File: src/rtl/mem_bus_ctrl.sv
// M-stage load/store bus controller: alignment check, lane steering, req/ack.
// Optional REQ timeout abort: define MEM_TIMEOUT_EN.
module mem_bus_ctrl #(
   parameter int TIMEOUT_CYC = 255
) (
   input  logic        clk,
   input  logic        reset_n,
   input  logic        req_valid,
   input  logic        req_we,
   input  logic [1:0]  LS_op,
   input  logic [31:0] addr,
   input  logic [31:0] wdata,
   input  logic        flush,
   output logic        stall,
   output logic        done,
   output logic [31:0] rdata_word,
   output logic        adel,
   output logic        ades,
   output logic        bus_err,
   output logic        bus_req,
   output logic        bus_we,
   output logic [31:0] bus_addr,
   output logic [3:0]  bus_be,
   output logic [31:0] bus_wdata,
   input  logic        bus_ack,
   input  logic [31:0] bus_rdata
);

   localparam logic [1:0] LS_W = 2'b00;
   localparam logic [1:0] LS_H = 2'b01;
   localparam logic [1:0] LS_B = 2'b10;

   typedef enum logic [1:0] {
      S_IDLE,
      S_REQ,
      S_DONE
   } state_t;

   state_t      state_q, state_d;
   logic        bus_req_q, bus_req_d;
   logic        bus_we_q, bus_we_d;
   logic [31:0] bus_addr_q, bus_addr_d;
   logic [3:0]  bus_be_q, bus_be_d;
   logic [31:0] bus_wdata_q, bus_wdata_d;
   logic [31:0] rdata_q, rdata_d;
   logic        squash_q, squash_d;
   logic        bus_err_q, bus_err_d;

`ifdef MEM_TIMEOUT_EN
   localparam int CNT_W = (TIMEOUT_CYC > 255) ? $clog2(TIMEOUT_CYC) : 8;
   localparam logic [CNT_W-1:0] TMO_LAST = CNT_W'(TIMEOUT_CYC - 1);
   logic [CNT_W-1:0] cnt_q, cnt_d;
`else
   logic unused_cfg;
   assign unused_cfg = (TIMEOUT_CYC != 0);
`endif

   logic        misalign;
   logic [3:0]  be_new;
   logic [31:0] wd_new;
   logic        is_idle;
   logic        accept;

   // Size decode: alignment, byte enables and lane-replicated store data
   always_comb begin
      misalign = 1'b0;
      be_new   = 4'b1111;
      wd_new   = wdata;
      case (LS_op)
         LS_H: begin
            misalign = addr[0];
            be_new   = addr[1] ? 4'b1100 : 4'b0011;
            wd_new   = {2{wdata[15:0]}};
         end
         LS_B: begin
            be_new = 4'b0001 << addr[1:0];
            wd_new = {4{wdata[7:0]}};
         end
         default: begin
            misalign = (addr[1:0] != 2'b00);
         end
      endcase
   end

   assign is_idle = (state_q == S_IDLE);
   assign accept  = is_idle & req_valid & ~flush & ~misalign;

   // Next-state and bus register updates
   always_comb begin
      state_d     = state_q;
      bus_req_d   = bus_req_q;
      bus_we_d    = bus_we_q;
      bus_addr_d  = bus_addr_q;
      bus_be_d    = bus_be_q;
      bus_wdata_d = bus_wdata_q;
      rdata_d     = rdata_q;
      squash_d    = squash_q;
      bus_err_d   = 1'b0;
`ifdef MEM_TIMEOUT_EN
      cnt_d       = cnt_q;
`endif
      case (state_q)
         S_IDLE: begin
            if (accept) begin
               state_d     = S_REQ;
               bus_req_d   = 1'b1;
               bus_we_d    = req_we;
               bus_addr_d  = {addr[31:2], 2'b00};
               bus_be_d    = be_new;
               bus_wdata_d = wd_new;
`ifdef MEM_TIMEOUT_EN
               cnt_d       = '0;
`endif
            end
         end
         S_REQ: begin
            if (flush) begin
               squash_d = 1'b1;
            end
            if (bus_ack) begin
               bus_req_d = 1'b0;
               state_d   = S_DONE;
               if (!bus_we_q && !squash_q && !flush) begin
                  rdata_d = bus_rdata;
               end
            end
`ifdef MEM_TIMEOUT_EN
            else if (cnt_q == TMO_LAST) begin
               bus_req_d = 1'b0;
               bus_err_d = 1'b1;
               state_d   = S_DONE;
            end else begin
               cnt_d = cnt_q + 1'b1;
            end
`endif
         end
         S_DONE: begin
            // Never re-accept the instruction still sitting in M
            state_d  = S_IDLE;
            squash_d = 1'b0;
         end
         default: begin
            state_d = S_IDLE;
         end
      endcase
   end

   // State register with synchronous active-low reset
   always_ff @(posedge clk) begin
      if (!reset_n) begin
         state_q     <= S_IDLE;
         bus_req_q   <= 1'b0;
         bus_we_q    <= 1'b0;
         bus_addr_q  <= '0;
         bus_be_q    <= '0;
         bus_wdata_q <= '0;
         rdata_q     <= '0;
         squash_q    <= 1'b0;
         bus_err_q   <= 1'b0;
`ifdef MEM_TIMEOUT_EN
         cnt_q       <= '0;
`endif
      end else begin
         state_q     <= state_d;
         bus_req_q   <= bus_req_d;
         bus_we_q    <= bus_we_d;
         bus_addr_q  <= bus_addr_d;
         bus_be_q    <= bus_be_d;
         bus_wdata_q <= bus_wdata_d;
         rdata_q     <= rdata_d;
         squash_q    <= squash_d;
         bus_err_q   <= bus_err_d;
`ifdef MEM_TIMEOUT_EN
         cnt_q       <= cnt_d;
`endif
      end
   end

   assign stall = reset_n & (accept | (state_q == S_REQ));
   assign adel  = reset_n & is_idle & req_valid & ~flush & misalign & ~req_we;
   assign ades  = reset_n & is_idle & req_valid & ~flush & misalign & req_we;
   assign done  = (state_q == S_DONE) & ~squash_q & ~flush & ~bus_err_q;

   assign rdata_word = rdata_q;
   assign bus_req    = bus_req_q;
   assign bus_we     = bus_we_q;
   assign bus_addr   = bus_addr_q;
   assign bus_be     = bus_be_q;
   assign bus_wdata  = bus_wdata_q;
`ifdef MEM_TIMEOUT_EN
   assign bus_err    = bus_err_q;
`else
   assign bus_err    = 1'b0;
`endif

endmodule
File: config.mk
export PLATFORM = sky130hd
export DESIGN_NAME = mem_bus_ctrl
export DESIGN_NICKNAME = d
export VERILOG_FILES = /design/src/rtl/mem_bus_ctrl.sv
export SDC_FILE = /design/constraint.sdc
export NUM_CORES = 1
export LEC_CHECK = 0
export BUFFER_PORTS_ARGS = -buffer_cell sky130_fd_sc_hd__buf_2
export CAP_MARGIN = 20
export CORE_MARGIN = 2
export CORE_UTILIZATION = 50
export CTS_CLUSTER_DIAMETER = 80
export CTS_CLUSTER_SIZE = 16
export DETAILED_ROUTE_END_ITERATION = 8
export PLACE_DENSITY = 0.83
export SYNTH_ARGS = -nofsm -noshare
export SYNTH_HDL_FRONTEND = slang
export SYNTH_SLANG_ARGS = --single-unit
File: constraint.sdc
create_clock -name clk -period 5.1 [get_ports clk]
set_input_delay 1.02 -clock clk [delete_from_list [all_inputs] [get_ports clk]]
set_output_delay 1.02 -clock clk [all_outputs]
set_load 0.05 [all_outputs]
==> qor.txt, run 1 <==
CTS
---------------------------------------------------------------------------------
H-tree Lvls                                                                     3
Gates resized, CTS repair                                                       0
Clock Sinks                                                                   103
TritonCTS Buffers                                                               9
Clock latency of the later-clocked register in the worst-skew pair        0.35 ns
Clock tree from TritonCTS                                                   built
# Post-CTS Setup Buffers                                                        0
Clock buffer depth                                                              2
CTS root buffer                                                          clkbuf_8
Register clock-pin slew on the reported worst setup and hold paths        0.10 ns
Hold bufs inserted after CTS                                                    0

ROUTING
---------------------------------------------------------------------------------
Total wire length                                                        12.42 mm
DRT iter0 DRCs                                                                313
Vias                                                                         4517
Met3 layer wire length in the routed design                              1.202 mm
Antenna viol nets, final                                                        0
Via-to-Cell Ratio                                                           5.653
First-pass iteration count of the detailed router                               5
Routed length per placed instance                                        15.54 um
Routed metal-1 wire length                                               5.112 mm
Post-detailed-route DRC marker count                                            0
Highest routed layer                                                         met4
Total met2 wirelength after detailed routing                             5.726 mm

FINAL LAYOUT
---------------------------------------------------------------------------------
Commonest cells after routing, fill and taps aside                   207 x buf_2, 103 x dfxtp_1, 97 x nand2_1
Most common library cell in the layout ignoring fill and taps               buf_2
Core utilization of the finished layout                                    0.6488
Post-Layout Inst Area                                                   5630 um^2
Fill cell instance count of the final layout                                  718
Number of nets in the layout                                                  792
Layout Area Growth over Synthesis                                          26.62%
Diodes inserted                                                                 0
Fraction of layout instances using a drive strength above 1                0.3386

SYNTH
---------------------------------------------------------------------------------
Post-Synthesis Cell Area                                                4447 um^2
Post-Synthesis Cells                                                          514
Fraction of registers with async set/reset                                      0
Distinct cell type count after synthesis                                       37
Fraction of the yosys area taken by sequential cells                       0.4637
Mean cell area of the mapped netlist                                   8.651 um^2
Number of enable-type register cells in the synthesized netlist                 0
Synth Flop Type                                                           dfxtp_1
Number of warnings printed during yosys synthesis                               0
Flop and latch count out of synthesis                                         103

TIMING
---------------------------------------------------------------------------------
Worst rel slew slack                                                       0.2968
Final critical delay including setup and external delays                 3.886 ns
Total Negative Setup Slacks                                                  0 ns
Endpoints failing setup                                                         0
Final cycle utilization of the critical path                               0.7619
Worst Max-Slew Pin Slew                                                  1.052 ns
Pins Over Slew Limit                                                            0
Endpoints failing hold                                                          0
Setup skew after layout                                                0.01407 ns
Top achievable clock speed                                              257.4 MHz
Unrepaired setup endpoints after global routing                             false
Final worst slack                                                        1.214 ns

HOLD PATH
---------------------------------------------------------------------------------
Hold Crit Depth                                                                 2
Startpoint of the lowest-slack hold path                             bus_addr[13]
Type of the most critical hold path                                  flop to flop

SETUP PATH
---------------------------------------------------------------------------------
Register-to-register path setup slack                                     2.89 ns
Crit path arrival time                                                    2.87 ns
Reg-to-reg critical path startpoint                                    state_q[1]
Source of the critical timing path                                       LS_op[1]
Stage delay of the slowest cell on the critical path                      0.51 ns
Length in cells of the worst reg-to-reg path                                    5
Element type at the critical path end                                primary output
Setup Crit Path Kind                                                 primary input to primary output
Critical-path cell list                                              buf_2, inv_1, ha_1, buf_4, nand2_1, and3_2, o21a_1, buf_2
Worst-path maximum fanout                                                      24
Top cell by count, worst path                                               buf_2
CP max stage cell                                                         nand2_1
Worst endpoint required time                                              4.08 ns
Nature of the critical path startpoint                               primary input

FLOORPLANNING
---------------------------------------------------------------------------------
Chip width                                                               98.31 um
Total number of placement rows                                                 34
Core outline area                                                       8678 um^2
I/O pin cnt                                                                   211
Height of the die                                                        98.31 um
Area of the die                                                         9664 um^2
Initial standard-cell utilization of the core                              0.5124

GLOBAL ROUTE
---------------------------------------------------------------------------------
Largest net degree at the start of global routing                              97
Total gr overflow                                                               0
Overall Global Routing Usage                                               0.2444
First-pass GRT wire length                                               19.51 mm
Initial antenna violation count                                                 0
Number of global-route vias before repair                                    4137

POWER AND IR DROP
---------------------------------------------------------------------------------
Worst vdd ir                                                            0.1865 mV
Power density cells                                                  307.3 nW/um^2
Lkg Pwr                                                               0.002550 uW

PLACE
---------------------------------------------------------------------------------
Setup slack at placement                                                 1.278 ns
Routability Congestion                                                     0.9346
Final HPWL DP                                                            8.812 mm
Placed inst area                                                        5405 um^2
Port buffer count                                                             207

RUN STATUS
---------------------------------------------------------------------------------
Outcome                                                              finished clean

JOB
---------------------------------------------------------------------------------
Max-cap check violation count                                                   0

[power by group]
part / switching, uW / internal (uW) / leakage [uW]
logic: 256 / 106 / 0.00162
clock network: 271 / 243 / 0.0000968
registers: 17.9 / 836 / 0.000836
total: 545 / 1190 / 0.00255
[area by class of cell]
type / instances / area, um^2 / area share
Multi-Input combinational cell: 352 / 2101 / 0.3731
Clock buffer: 12 / 145.1 / 0.02578
Timing Repair Buffer: 215 / 1114 / 0.1978
Sequential cell: 103 / 2062 / 0.3662
Inverter: 5 / 18.77 / 0.003333
Tap cell: 108 / 135.1 / 0.02400
Clock inverter: 4 / 55.05 / 0.009778
[cell families after synthesis]
logic type | count (synthesis) | synth area share
AND/OR/NAND/NOR | 161 | 0.1609
AO/OA/AOI/OAI | 139 | 0.1961
flip-flops | 103 | 0.4637
buffers and inverters | 61 | 0.06696
multiplexers | 47 | 0.1058
adder cells (fa/ha/maj) | 2 | 0.005627
other | 1 | 0.0008433
[cell usage after synthesis (2+ instances only)]
cell,n,area [um^2]
nor3_1,2,10.01
a211oi_1,2,15.01
clkbuf_1,37,138.9
o21ai_0,41,205.2
nand2b_1,2,12.51
a31oi_1,19,118.9
ha_1,2,25.02
nor2_1,2,7.510
nand3_1,50,250.2
o211ai_1,8,60.06
nor2b_1,2,12.51
dfxtp_1,103,2062
a311oi_1,19,166.4
mux2i_1,47,470.5
buf_6,5,56.30
nand2_1,97,364.1
inv_1,3,11.26
a21oi_1,36,180.2
buf_2,7,35.03
buf_4,6,45.04
a221o_1,8,80.08
[worst max-delay path: cells and delay by family]
family	cells	cell delay, ns
buf+inv	4	0.57
fa+ha+maj	1	0.13
compound gates	1	0.16
simple gates	2	0.95
[worst paths after layout]
kind              endpoint
max                  stall
min           bus_addr[13]
max reg2reg  bus_wdata[17]
min reg2reg   bus_addr[13]
[flip-flops by register name (all words and copies together), names as in the netlist]
| name | cells |
|---|---|
| bus_wdata | 32 |
| rdata_word | 32 |
| bus_addr | 30 |
| bus_be | 4 |
| state_q | 2 |
| bus_req | 1 |
| bus_we | 1 |
| squash_q | 1 |
[metrics by stage]
| stage | total power (uW) | instances | hold WS [ns] |
|---|---|---|---|
| after detailed placement | 1231 | 782 | 0.4475 |
| final | 1730 | 799 | 0.4610 |
| after global routing | 1806 | 799 | 0.4780 |
| after global placement | 1224 | 782 | 0.4403 |
| after CTS | 1743 | 798 | 0.4649 |
| after floorplan | 1130 | 516 | 0.5055 |
[layer usage]
layer	GRT usage	vias up
li1	-	2168
met1	0.3026	2064
met2	0.4014	257
met3	0.06442	28
met4	0.1075	0
met5	0	-
Note: power is estimated with default switching activity, not from simulation.
==> run 2: changes to the inputs <==
- ABC_AREA: default -> 1
- CORE_UTILIZATION: 50 -> 46
- PLACE_DENSITY: 0.83 -> 0.77
- clock period: 5.1 -> 3.9 ns (I/O delays scaled with it)
==> qor.txt, run 2 <==
FLOORPLANNING
---------------------------------------------------------------------------------
Area of the die                                                        10440 um^2
I/O pin cnt                                                                   211
Total number of placement rows                                                 35
Chip width                                                               102.2 um
Height of the die                                                        102.2 um
Initial standard-cell utilization of the core                              0.4775
Core outline area                                                       9284 um^2

ROUTING
---------------------------------------------------------------------------------
DRT iter0 DRCs                                                                182
Total wire length                                                        11.89 mm
Via-to-Cell Ratio                                                           4.747
Vias                                                                         4552
Antenna viol nets, final                                                        0
Routed length per placed instance                                        12.40 um
First-pass iteration count of the detailed router                               4
Post-detailed-route DRC marker count                                            0

SETUP PATH
---------------------------------------------------------------------------------
Terminus of the critical flop-to-flop path                           bus_wdata[6]
Critical Path End                                                           stall
Source of the critical timing path                                       LS_op[0]
Element type at the critical path end                                primary output
Nature of the critical path startpoint                               primary input
Reg-to-reg critical path startpoint                                    state_q[1]
Crit path arrival time                                                    2.64 ns
Register-to-register path setup slack                                     2.17 ns
Setup Crit Path Kind                                                 primary input to primary output
Length in cells of the worst reg-to-reg path                                    7
Worst-path maximum fanout                                                      27
Worst endpoint required time                                              3.12 ns

TIMING
---------------------------------------------------------------------------------
Final cycle utilization of the critical path                               0.8781
Worst rel slew slack                                                       0.4226
Setup skew after layout                                                0.01112 ns
Hold Slack                                                              0.4544 ns
Top achievable clock speed                                              292.0 MHz
Final critical delay including setup and external delays                 3.424 ns
Worst Max-Slew Pin Slew                                                 0.8661 ns
Pins Over Slew Limit                                                            0
Unrepaired setup endpoints after global routing                             false
Endpoints failing hold                                                          0
Total Negative Setup Slacks                                                  0 ns
Endpoints failing setup                                                         0

FINAL LAYOUT
---------------------------------------------------------------------------------
Core utilization of the finished layout                                    0.6036
Diodes inserted                                                                 0
Commonest cells after routing, fill and taps aside                   207 x buf_2, 184 x nand2_1, 126 x nor2_1
Layout Area Growth over Synthesis                                          26.42%
Number of nets in the layout                                                  931
Final std cells w/o fill                                                      959
Fraction of layout instances using a drive strength above 1                0.2867
Most common library cell in the layout ignoring fill and taps               buf_2

POWER AND IR DROP
---------------------------------------------------------------------------------
Worst vdd ir                                                            0.2473 mV
Pwr Total                                                                 2326 uW
Power density cells                                                  415.1 nW/um^2
Lkg Pwr                                                               0.002957 uW

SYNTH
---------------------------------------------------------------------------------
Adder-cell share of the synthesized area                                 0.005645
Distinct cell type count after synthesis                                       21
Post-synthesis mux area share                                                   0
Xor and xnor fraction of the mapped netlist area                                0
Post-Synthesis Cell Area                                                4433 um^2
Synth Flop Type                                                           dfxtp_1
Ranking of synthesized cells by area                                 dfxtp_1 47%, nand2_1 16%, nor2_1 11%
Post-Synthesis Cells                                                          646
Leading area contributor after synthesis                                  dfxtp_1
Commonest cells post-synth                                           184 x nand2_1, 126 x nor2_1, 103 x dfxtp_1
Main combinational cell family by area after synthesis               simple AND/OR/NAND/NOR gates
Fraction of registers with async set/reset                                      0
Number of warnings printed during yosys synthesis                               0
Flop and latch count out of synthesis                                         103
Post-synthesis compound-gate area fraction                                0.08919
Yosys top cell area share                                                  0.4651
Number of enable-type register cells in the synthesized netlist                 0
Simple-gate portion of the synthesized area                                0.3370
Most instantiated library cell after synthesis                            nand2_1
Mean cell area of the mapped netlist                                   6.862 um^2
Fraction of the yosys area taken by sequential cells                       0.4651

GLOBAL ROUTE
---------------------------------------------------------------------------------
Initial antenna violation count                                                 0
Overall Global Routing Usage                                               0.2221
Total gr overflow                                                               0
Largest net degree at the start of global routing                              92
Number of global-route vias before repair                                    4046
First-pass GRT wire length                                               18.47 mm

HOLD PATH
---------------------------------------------------------------------------------
Type of the most critical hold path                                  flop to flop
Startpoint of the lowest-slack hold path                                 squash_q

CTS
---------------------------------------------------------------------------------
Clock Sinks                                                                   103
Clock buffer depth                                                              2
Clock latency of the later-clocked register in the worst-skew pair        0.36 ns
Clock tree from TritonCTS                                                   built
TritonCTS Buffers                                                               9
Gates resized, CTS repair                                                       0
CTS root buffer                                                          clkbuf_8
Register clock-pin slew on the reported worst setup and hold paths        0.10 ns
H-tree Lvls                                                                     3
Hold bufs inserted after CTS                                                    0
# Post-CTS Setup Buffers                                                        0

PLACE
---------------------------------------------------------------------------------
Placed cell count                                                             943
Final HPWL DP                                                            8.637 mm
Port buffer count                                                             207
Routability Congestion                                                     0.8847

RUN STATUS
---------------------------------------------------------------------------------
Outcome                                                              finished clean

JOB
---------------------------------------------------------------------------------
Max-cap check violation count                                                   0

## run 2: cell families after synthesis
kind of cell	count (synthesis)
simple gates	374
flops	103
buf+inv	87
compound gates	79
fa+ha+maj	2
other cells	1
## run 2: report_power, final
part           leakage, uW  total (uW)  switching [uW]  internal, uW
combinational      0.00201         496             359           137
sequential        0.000837        1120            22.8          1100
clock             0.000107         711             385           326
total              0.00296        2330             767          1560
## run 2: stage by stage
stage	cell area [um^2]	worst slack [ns]
after floorplan	4441	0.4325
final	5604	0.4755
after CTS	5604	0.4823
after global routing	5604	0.2943
after global placement	5389	0.5491
after detailed placement	5389	0.4935
## run 2: worst max-delay path, cell delays in order
cell,delay [ns]
buf_2,0.09
inv_1,0.04
ha_1,0.39
inv_2,0.29
nand2_1,0.11
nand2_2,0.40
nand2_2,0.10
a21oi_1,0.15
buf_2,0.29
## run 2: worst min path at each step
stage	to	slack (ns)	depth (start not counted)
floorplan	squash_q	0.43	2
global placement	squash_q	0.44	2
detailed placement	squash_q	0.44	2
CTS	squash_q	0.46	2
global route	bus_wdata[5]	0.49	2
finish	squash_q	0.45	2
## run 2: per-layer routing
| metal | part of all wire | global-route usage |
|---|---|---|
| met5 | 0 | 0 |
| met4 | 0.027 | 0.08923 |
| met3 | 0.081 | 0.06224 |
| met2 | 0.47 | 0.3649 |
| met1 | 0.42 | 0.2762 |
## run 2: layout make-up
type | count | area (um^2)
fillers | 883 | 3680
flip-flops and latches | 103 | 2062
multi-input cells | 458 | 1931
repair buffers | 214 | 1089
well taps | 129 | 161.4
inverters | 39 | 146.4
clock buffers | 10 | 137.6
clock inverters | 6 | 77.57
